File: src/rtl/seq_multiplier.sv
// rtl/seq_multiplier.sv - shift-and-add sequential unsigned multiplier with gate-level ripple-carry adder
`timescale 1ns/1ps

module seq_full_adder (
    input  logic x,
    input  logic y,
    input  logic ci,
    output logic s,
    output logic co
);
    logic t_xy;
    logic t_and;
    logic t_carry;

    xor g_x0 (t_xy, x, y);
    xor g_x1 (s, t_xy, ci);
    and g_a0 (t_and, x, y);
    and g_a1 (t_carry, t_xy, ci);
    or  g_o0 (co, t_and, t_carry);
endmodule

module seq_ripple_adder #(
    parameter int WIDTH = 32
) (
    input  logic [WIDTH-1:0] x,
    input  logic [WIDTH-1:0] y,
    output logic [WIDTH-1:0] sum,
    output logic             cout
);
    logic [WIDTH:0] carry;

    assign carry[0] = 1'b0;
    assign cout     = carry[WIDTH];

    for (genvar i = 0; i < WIDTH; i++) begin : g_cell
        seq_full_adder u_fa (
            .x  (x[i]),
            .y  (y[i]),
            .ci (carry[i]),
            .s  (sum[i]),
            .co (carry[i+1])
        );
    end
endmodule

module seq_multiplier #(
    parameter int WIDTH = 32
) (
    input  logic               clk,
    input  logic               reset,
    input  logic               start,
    input  logic [WIDTH-1:0]   a,
    input  logic [WIDTH-1:0]   b,
    output logic               busy,
    output logic               done,
    output logic [2*WIDTH-1:0] product
);
    localparam int CW = $clog2(WIDTH) + 1;

    typedef enum logic [1:0] {
        IDLE = 2'd0,
        RUN  = 2'd1,
        DONE = 2'd2
    } state_t;

    state_t           state;
    logic [WIDTH-1:0] a_reg;
    logic [WIDTH-1:0] p_hi;
    logic [WIDTH-1:0] p_lo;
    logic [CW-1:0]    count;
    logic [WIDTH-1:0] addend;
    logic [WIDTH-1:0] sum;
    logic             carry;

    // Multiplier bits are consumed from the bottom of p_lo as the product shifts in from above.
    assign addend  = p_lo[0] ? a_reg : '0;
    assign product = {p_hi, p_lo};

    seq_ripple_adder #(.WIDTH(WIDTH)) u_adder (
        .x    (p_hi),
        .y    (addend),
        .sum  (sum),
        .cout (carry)
    );

    always_ff @(posedge clk) begin
        if (reset) begin
            state <= IDLE;
            busy  <= 1'b0;
            done  <= 1'b0;
            a_reg <= '0;
            p_hi  <= '0;
            p_lo  <= '0;
            count <= '0;
        end else begin
            case (state)
                IDLE: begin
                    done <= 1'b0;
                    if (start) begin
                        a_reg <= a;
                        p_hi  <= '0;
                        p_lo  <= b;
                        count <= '0;
                        busy  <= 1'b1;
                        state <= RUN;
                    end
                end
                RUN: begin
                    p_hi  <= {carry, sum[WIDTH-1:1]};
                    p_lo  <= {sum[0], p_lo[WIDTH-1:1]};
                    count <= count + CW'(1);
                    if (count == CW'(WIDTH - 1)) begin
                        busy  <= 1'b0;
                        done  <= 1'b1;
                        state <= DONE;
                    end
                end
                DONE: begin
                    done  <= 1'b0;
                    state <= IDLE;
                end
                default: begin
                    busy  <= 1'b0;
                    done  <= 1'b0;
                    state <= IDLE;
                end
            endcase
        end
    end
endmodule

File: config.mk
export PLATFORM = sky130hd
export DESIGN_NAME = seq_multiplier
export DESIGN_NICKNAME = d
export VERILOG_FILES = /design/src/rtl/seq_multiplier.sv
export SDC_FILE = /design/constraint.sdc
export NUM_CORES = 1
export LEC_CHECK = 0
export ABC_AREA = 1
export CAP_MARGIN = 20
export CORE_ASPECT_RATIO = 0.9
export CORE_MARGIN = 3
export CORE_UTILIZATION = 44
export DETAILED_ROUTE_END_ITERATION = 8
export GPL_TIMING_DRIVEN = 0
export PLACE_DENSITY_LB_ADDON = 0.3
export SKIP_CTS_REPAIR_TIMING = 1
export SLEW_MARGIN = 15
export SYNTH_ARGS = -nofsm -noshare
export SYNTH_HDL_FRONTEND = slang
export SYNTH_HIERARCHICAL = 1
export SYNTH_SLANG_ARGS = --single-unit
File: constraint.sdc
create_clock -name clk -period 13.5 [get_ports clk]
set_clock_uncertainty 0.2 [all_clocks]
set_input_delay 1.35 -clock clk [delete_from_list [all_inputs] [get_ports clk]]
set_output_delay 1.35 -clock clk [all_outputs]
set_load 0.1 [all_outputs]
# --- Yosys cells after proc, flatten, opt, wreduce, memory -nomap -nowiden ---
# Index checks and enable logic that the tools add are counted.
op_classes:
  add_sub_neg: 1
  eq_ne: 5
  n_mux: 13
  bitwise_logic: 159
  n_reduce_logical: 7
ops:
  columns: ["operator", "count"]
  rows:
  - ["one-hot mux 32 bit (2 select lines)", 2]
  - ["two-way mux 32 bit", 3]
  - ["bitwise AND 1 bit", 63]
  - ["bitwise XOR 1 bit", 63]
  - ["bitwise OR 1 bit", 31]
  - ["one-hot mux 6 bit (2 select lines)", 1]
  - ["adder 6 x 1 -> 6 bit (second input constant)", 1]
  - ["equality test 6 x 5 -> 1 bit (second input constant)", 1]
  - ["two-way mux 6 bit", 1]
  - ["AND reduction 2 bit", 3]
  - ["two-way mux 2 bit", 2]
  - ["!= test 2 bit (second input constant)", 2]
  - ["one-hot mux 2 bit (2 select lines)", 1]
  - ["one-hot mux 1 bit (3 select lines)", 1]
  - ["AND reduction 3 bit", 1]
  - ["equality test 2 x 1 -> 1 bit (second input constant)", 1]
  - ["equality test 2 bit (second input constant)", 1]
  - ["zero test 2 bit", 1]
  - ["two-way mux 1 bit", 2]
  - ["inverter 1 bit", 2]
  - ["nonzero test 2 bit", 1]
  - ["OR reduction 2 bit", 1]
word_totals:
  reg_bits: 106
  input_bits: 67
  output_inout_bits: 66
  word_cells: 192

# --- Logic depth before layout (Yosys ltp) ---
# Gate-level depths: netlist of run 1.
depth:
  word_depth: 65
  ltp_mapped: 38
  depth_no_buf: 36

# --- Modules after synthesis ---
# The synthesis of run 1 kept the hierarchy.
modules_own_cells:
  columns: ["mod", "n_inst", "cells_each", "area_per_inst_um2", "seq_area_each_um2"]
  rows:
  - ["seq_multiplier", 1, 589, 4445.5, 2122.0]
  - ["seq_full_adder", 32, 1, 20.0, 0.0]
  - ["seq_ripple_adder", 1, 1, 3.8, 0.0]

# --- Least setup slack after synthesis of run 1 ---
# OpenSTA, ideal clock, no wires.
synth_timing:
  path_kind: "register -> register"
  from: "register p_lo[0]"
  to: "register p_hi[30]"
  setup_time_ns: 0.128
  t_arrival_ns: 13.674
  required_time_ns: 13.172
  path_slack_ns: -0.502
  stages_incl_launch_ff: 39
  n_path_buf: 2
  synth_period_minus_slack_ns: 14.002
  cell_sequence: "dfxtp_1 -> clkbuf_1 -> clkbuf_1 -> nand2_1 -> inv_1 -> fa_1 -> fa_1 -> fa_1 -> fa_1 -> fa_1 -> fa_1 -> fa_1 -> fa_1 -> fa_1 -> fa_1 -> fa_1 -> fa_1 -> fa_1 -> (+3 left out) -> fa_1 -> fa_1 -> fa_1 -> fa_1 -> fa_1 -> fa_1 -> fa_1 -> fa_1 -> fa_1 -> fa_1 -> fa_1 -> fa_1 -> fa_1 -> fa_1 -> fa_1 -> fa_1 -> a22oi_1 -> nor2_1"
synth_between:
  elab_chain_cells: 64
  elab_cells_between_ends: 125
  classes_between: "2 x mux; 123 x bitwise"
synth_rtl:
  columns: ["element", "line", "source"]
  rows:
  - ["from (decl)", "69", "logic [WIDTH-1:0] p_lo;"]
  - ["from (signal assigned)", "110", "p_lo <= {sum[0], p_lo[WIDTH-1:1]};"]
  - ["two-way mux 32 bit", "76", "assign addend = p_lo[0] ? a_reg : '0;"]
  - ["via addend[0]", "71", "logic [WIDTH-1:0] addend;"]
  - ["bitwise AND 1 bit", "17", "and g_a0 (t_and, x, y);"]
  - ["via u_adder.carry[1]", "30", "logic [WIDTH:0] carry;"]
  - ["bitwise AND 1 bit", "18", "and g_a1 (t_carry, t_xy, ci);"]
  - ["bitwise OR 1 bit", "19", "or g_o0 (co, t_and, t_carry);"]
  - ["via u_adder.carry[2]", "30", null]
  - ["bitwise AND 1 bit", "18", null]
  - ["(+1 left out)", null, null]
  - ["via u_adder.carry[3]", "30", null]
  - ["(+2 left out)", null, null]
  - ["via u_adder.carry[4]", "30", null]
  - ["(+2 left out)", null, null]
  - ["via u_adder.carry[5]", "30", null]
  - ["(+2 left out)", null, null]
  - ["via u_adder.carry[6]", "30", null]
  - ["(+2 left out)", null, null]
  - ["via u_adder.carry[7]", "30", null]
  - ["(+2 left out)", null, null]
  - ["via u_adder.carry[8]", "30", null]
  - ["(+2 left out)", null, null]
  - ["via u_adder.carry[9]", "30", null]
  - ["(+2 left out)", null, null]
  - ["via u_adder.carry[10]", "30", null]
  - ["(+2 left out)", null, null]
  - ["via u_adder.carry[11]", "30", null]
  - ["(+2 left out)", null, null]
  - ["via u_adder.carry[12]", "30", null]
  - ["(+2 left out)", null, null]
  - ["via u_adder.carry[13]", "30", null]
  - ["(+2 left out)", null, null]
  - ["via u_adder.carry[14]", "30", null]
  - ["(+2 left out)", null, null]
  - ["via u_adder.carry[15]", "30", null]
  - ["(+2 left out)", null, null]
  - ["via u_adder.carry[16]", "30", null]
  - ["(+2 left out)", null, null]
  - ["via u_adder.carry[17]", "30", null]
  - ["(+2 left out)", null, null]
  - ["via u_adder.carry[18]", "30", null]
  - ["(+2 left out)", null, null]
  - ["via u_adder.carry[19]", "30", null]
  - ["(+2 left out)", null, null]
  - ["via u_adder.carry[20]", "30", null]
  - ["(+2 left out)", null, null]
  - ["via u_adder.carry[21]", "30", null]
  - ["(+2 left out)", null, null]
  - ["via u_adder.carry[22]", "30", null]
  - ["(+2 left out)", null, null]
  - ["via u_adder.carry[23]", "30", null]
  - ["(+2 left out)", null, null]
  - ["via u_adder.carry[24]", "30", null]
  - ["(+2 left out)", null, null]
  - ["via u_adder.carry[25]", "30", null]
  - ["(+2 left out)", null, null]
  - ["via u_adder.carry[26]", "30", null]
  - ["(+2 left out)", null, null]
  - ["via u_adder.carry[27]", "30", null]
  - ["(+2 left out)", null, null]
  - ["via u_adder.carry[28]", "30", null]
  - ["(+2 left out)", null, null]
  - ["via u_adder.carry[29]", "30", null]
  - ["(+1 left out)", null, null]
  - ["bitwise OR 1 bit", "19", null]
  - ["via u_adder.carry[30]", "30", null]
  - ["bitwise AND 1 bit", "18", null]
  - ["bitwise OR 1 bit", "19", null]
  - ["via u_adder.carry[31]", "30", null]
  - ["bitwise XOR 1 bit", "16", "xor g_x1 (s, t_xy, ci);"]
  - ["via sum[31]", "72", "logic [WIDTH-1:0] sum;"]
  - ["one-hot mux 32 bit (2 select lines)", "96", "case (state)"]
  - ["to (signal assigned)", "109", "p_hi <= {carry, sum[WIDTH-1:1]};"]
  - ["to (decl)", "68", "logic [WIDTH-1:0] p_hi;"]
# The timed path passes the listed nets, and every way through them passes these cells.
# A chain may end at the register's enable or synchronous reset.

# --- Worst setup path after layout of run 1 ---
# Same ends and word-level chain as after synthesis.

==> run summary, run 1 <==
multi-input logic area: 2530 um2
final worst path period share: 0.974
Highest Clock Rate: 76.0 MHz
vias in the first global route: 4501
Clock Latency Late Sink: 0.34 ns
Final HPWL DP: 9960 um
YS warnings: 6
final worst setup slack: 0.348 ns
Detail Route Antenna Nets: 0
Total GRT Usage: 0.210
most common cell after layout, fill and taps aside: nor2_1
WP data arrival: 13.17 ns
pwr dens: 120 nW/um2
status: completed
Die H: 108 um
Core Area: 11000 um2
wl on met1: 5490 um
initial core utilization: 0.461
Lkg Pwr: 3.02 nW
pin count of the biggest net entering global routing: 16
n_diodes: 0
clock tree buffer depth: 2
Port Buffers: 131
CP max-delay cell: fa_1
Critical Path Source Type: flop
TritonCTS Buffers: 9
Core Rows: 36
Mapped Cells: 622
full die area: 12900 um2
# setup viols final: 0
via count: 4527
Req. time, crit path: 13.52 ns
Root Driver: clkbuf_16
vias per cell: 4.93
wire length per cell: 14.3 um
I/O pin count: 133
uppermost layer routed: met4
most frequent cells in the layout: 137 x nor2_1, 131 x clkdlybuf4s50_1, 105 x dfxtp_1, 81 x nand2_1, 72 x inv_1
global route total overflow: 0
clock transition at the registers of the reported paths: 0.07 ns
Peak VDD IR: 0.0771 mV
RSZ-0062 raised after global routing: false
Post-DP Area: 6620 um2
drt drc: 0
Cell Area, Synth: 5090 um2
met2 WL: 6750 um
depth of the CTS H-tree: 3
Slew @ Worst Pin: 1.03 ns
CP most frequent cell: fa_2
Fin Setup TNS: 0 ns
Final min period: 13.15 ns
Fin Hold WS: 0.262 ns
CP peak stage delay: 0.44 ns
layout cell share with drive strength beyond 1: 0.108
CP Buf/Inv Count: 2
Synth cell types: 25
Place WS: -0.400 ns
Final Max Tran Viols: 0
classification of the worst setup path: flop to flop
first-pass GRT wire length: 21800 um
Net Count, Synth: 722
crit-path max FO: 15
final hold vios: 0
Critical Path Sink Type: flop
# fillers: 964
initial antenna violation count: 0
die width: 119 um
Max-Cap Viols: 0
# clock sinks: 106
worst hold path class: flop to flop
Rel. slew slack: 0.309
DR iter-0 viols: 272
WL final: 13100 um
routed wl met3: 656 um
DRT Pass-1 Iters: 4
Avg Cell Area, Syn: 8.18 um2
register area share after synthesis: 0.417
Total Power: 0.839 mW
routability congestion estimate: 0.893
design area: 6980 um2
register area: 2130 um2
Syn-to-layout area delta: 37.1%
CTS tree: done
cell family with most CP delay: adder cells
FF+latch count, synth: 106
Nets: 863
power breakdown:
part / switching (mW) / internal [mW]
sequential: 0.0135 / 0.333
clock: 0.113 / 0.176
combinational: 0.139 / 0.0643
Yosys cell counts (all sizes together):
master  count  area share
nor2      139        0.10
dfxtp     106        0.42
nand2      83       0.062
inv        75       0.055
o21ai      67       0.067
a22oi      33       0.049
fa         32        0.13
nor3b      31       0.061
buf        22       0.028
clkbuf     17       0.013
a21oi       8      0.0079
nand3       4      0.0039
or2         2      0.0025
conb        1     0.00074
ha          1      0.0025
nand4       1      0.0012
routing by layer:
| layer | up-vias | track usage |
|---|---|---|
| met5 | - | 0 |
| met3 | 17 | 0.0513 |
| met1 | 2161 | 0.258 |
| met2 | 122 | 0.374 |
| li1 | 2227 | - |
| met4 | 0 | 0.0531 |
logic make-up (layout without fill, tap and decap cells):
logic type      after synthesis  count (layout)  synth area share
simple gates                260             260             0.235
fa+ha+maj                    33              33             0.128
other cells                   1               1          0.000737
flops                       106             106             0.417
buf+inv                     114             258            0.0961
compound gates              108             108             0.123
worst paths after layout:
check	from	end	slack, ns	depth (start not counted)
worst min-delay path	done	done	0.26	2
worst min register to register	done	done	0.26	2
worst max-delay path	p_lo[0]	p_hi[30]	0.35	37
worst max register to register	p_lo[0]	p_hi[30]	0.35	37
metrics by stage:
stage,std cells,utilization
floorplan,622,-
CTS,919,0.630
global placement,905,0.600
global route,918,0.632
finish,918,0.632
detailed placement,905,0.600
final cells by class:
| cell class | count | share of cell area |
|---|---|---|
| buffer | 38 | 0.0307 |
| tap | 152 | 0.0273 |
| timing repair buffer | 131 | 0.188 |
| clock inverter | 2 | 0.00861 |
| sequential | 106 | 0.305 |
| inverter | 75 | 0.0403 |
| multi-input combinational | 402 | 0.362 |
| clock buffer | 12 | 0.0382 |
tightest hold or removal path, stage by stage (launching register included):
cell and delay [ns]:
dfxtp_1 0.31, inv_1 0.05, a21oi_1 0.06
Power figures use the tool's default switching activity.
==> inputs of run 2 (changes only) <==
--- a/config.mk
+++ b/config.mk
@@ -8,7 +8,6 @@
 export ABC_AREA = 1
 export CAP_MARGIN = 20
 export CORE_ASPECT_RATIO = 0.9
-export CORE_MARGIN = 3
 export CORE_UTILIZATION = 44
 export DETAILED_ROUTE_END_ITERATION = 8
 export GPL_TIMING_DRIVEN = 0
@@ -19,3 +18,4 @@
 export SYNTH_HDL_FRONTEND = slang
 export SYNTH_HIERARCHICAL = 1
 export SYNTH_SLANG_ARGS = --single-unit
+export TNS_END_PERCENT = 30
==> constraint.sdc (replaced) <==
create_clock -name clk -period 12.02 [get_ports clk]
set_clock_uncertainty 0.2 [all_clocks]
set_input_delay 1.202 -clock clk [delete_from_list [all_inputs] [get_ports clk]]
set_output_delay 1.202 -clock clk [all_outputs]
set_load 0.1 [all_outputs]
==> run summary, run 2 (synthesis gave the netlist of run 1 again) <==
status: complete, but fails checks
violated checks: negative setup slack
# clock sinks: 106 (unchanged)
global route total overflow: 0 (unchanged)
Final Max Tran Viols: 0 (unchanged)
worst hold path class: flop to flop
clock transition at the registers of the reported paths: 0.07 ns (about the same)
depth of the CTS H-tree: 3 (unchanged)
cell family with most CP delay: adder cells
CP most frequent cell: fa_2
DP Cell Count: 905 (unchanged)
Syn-to-layout area delta: 38.2%
initial antenna violation count: 0 (unchanged)
TritonCTS Buffers: 9 (unchanged)
wire length per cell: 13.4 um (-5.8%)
Lkg Pwr: 2.99 nW (-0.99%)
pwr dens: 132 nW/um2 (+9.6%)
final non-filler cell total: 919 (+0.11%)
Die H: 104 um (-3.7%)
vias in the first global route: 4508 (+0.16%)
full die area: 12000 um2 (-6.9%)
final worst path period share: 1.05 (+0.0735)
Req. time, crit path: 12.04 ns (-1.48 ns)
Place WS: -0.550 ns (-0.150 ns)
most common cell after layout, fill and taps aside: nor2_1
Nets: 864 (+0.12%)
first-pass GRT wire length: 20800 um (-4.3%)
final hold vios: 0 (unchanged)
Core Rows: 36 (unchanged)
Port Buffers: 131 (unchanged)
Core Area: 11000 um2 (unchanged)
clock tree buffer depth: 2 (unchanged)
Highest Clock Rate: 79.4 MHz (+4.4%)
layout cell share with drive strength beyond 1: 0.130 (+0.0220)
Max-Cap Viols: 0 (unchanged)
Post-DP Area: 6700 um2 (+1.1%)
Rel. slew slack: 0.321 (+0.0121)
initial core utilization: 0.461 (unchanged)
RSZ-0062 raised after global routing: true
# setup viols final: 3 (+3)
# fillers: 971 (+0.73%)
classification of the worst setup path: flop to flop
design area: 7030 um2 (+0.77%)
Final min period: 12.59 ns (-0.558 ns)
CP Buf/Inv Count: 3 (+1)
Slew @ Worst Pin: 1.02 ns (-0.0181 ns)
CTS tree: done
vias per cell: 4.88 (-1.1%)
WP data arrival: 12.61 ns (-0.56 ns)
Total GRT Usage: 0.221 (+0.0108)
pin count of the biggest net entering global routing: 16 (unchanged)
CP peak stage delay: 0.41 ns (-0.03 ns)
Total Power: 0.926 mW (+10%)
routability congestion estimate: 0.767 (-14%)
Peak VDD IR: 0.0833 mV (+8.1%)
most frequent cells in the layout: 137 x nor2_1, 131 x clkdlybuf4s50_1, 104 x dfxtp_1, 80 x nand2_1, 71 x inv_1
DR iter-0 viols: 211 (-22%)
Critical Path Source Type: flop
drt drc: 0 (unchanged)
I/O pin count: 133 (unchanged)
Detail Route Antenna Nets: 0 (unchanged)
die width: 115 um (-3.4%)
Critical Path Sink Type: flop
crit-path max FO: 10 (-5)
DRT Pass-1 Iters: 4 (unchanged)
final worst setup slack: -0.574 ns (-0.922 ns)
CP max-delay cell: fa_2
Final HPWL DP: 9380 um (-5.8%)
via count: 4483 (-0.97%)
Clock Latency Late Sink: 0.34 ns (about the same)
Fin Hold WS: 0.253 ns (-0.00933 ns)
Root Driver: clkbuf_16
WL final: 12300 um (-5.7%)
n_diodes: 0 (unchanged)
## run 2: cell types whose count changed in the layout (fill, tap and decap cells not counted), sizes merged
cell,before,now
bufinv,2,1
buf,22,24
## run 2: per-layer routing
| layer | share of wire | GRT usage | routed length (um) |
|---|---|---|---|
| met1 | 0.44 | 0.266 | 5430 |
| met2 | 0.51 | 0.390 | 6270 |
| met3 | 0.035 | 0.0443 | 434 |
| met4 | 0.017 | 0.0696 | 204 |
| met5 | 0 | 0 | 0 |
## run 2: worst paths after layout
path	slack, ns	cells past startpoint	to	start
max	-0.57	38	p_hi[30]	p_lo[0]
max reg2reg	-0.57	38	p_hi[30]	p_lo[0]
min reg2reg	0.25	2	done	done
min	0.25	2	done	done
## run 2: cell type report
| cell class | instances | area, um2 | share of cell area |
|---|---|---|---|
| repair buffers | 131 | 1310 | 0.186 |
| plain buffers | 39 | 230 | 0.0327 |
| clock buffers | 13 | 283 | 0.0402 |
| well taps | 152 | 190 | 0.0270 |
| inverters | 75 | 282 | 0.0400 |
| multi-input cells | 402 | 2580 | 0.366 |
| clock inverters | 1 | 30.0 | 0.00427 |
| flip-flops and latches | 106 | 2130 | 0.303 |
## run 2: through the flow
stage | util | TNS (ns)
floorplan | - | -0.0162
global placement | 0.607 | -1.13
detailed placement | 0.607 | -1.22
CTS | 0.635 | -1.46
global route | 0.637 | -2.05
finish | 0.637 | -1.28
## run 2: worst min-delay path: cells and delay by family (launching register included)
family                 cells  cell delay (ns)
AOI/OAI and AO/OA          1             0.05
DFF                        1             0.31
buffers and inverters      1             0.05
## run 2: where the power goes
part	switching, mW	leakage, nW	internal (mW)
logic	0.156	1.96	0.0734
registers	0.0151	0.872	0.373
clock network	0.123	0.152	0.185
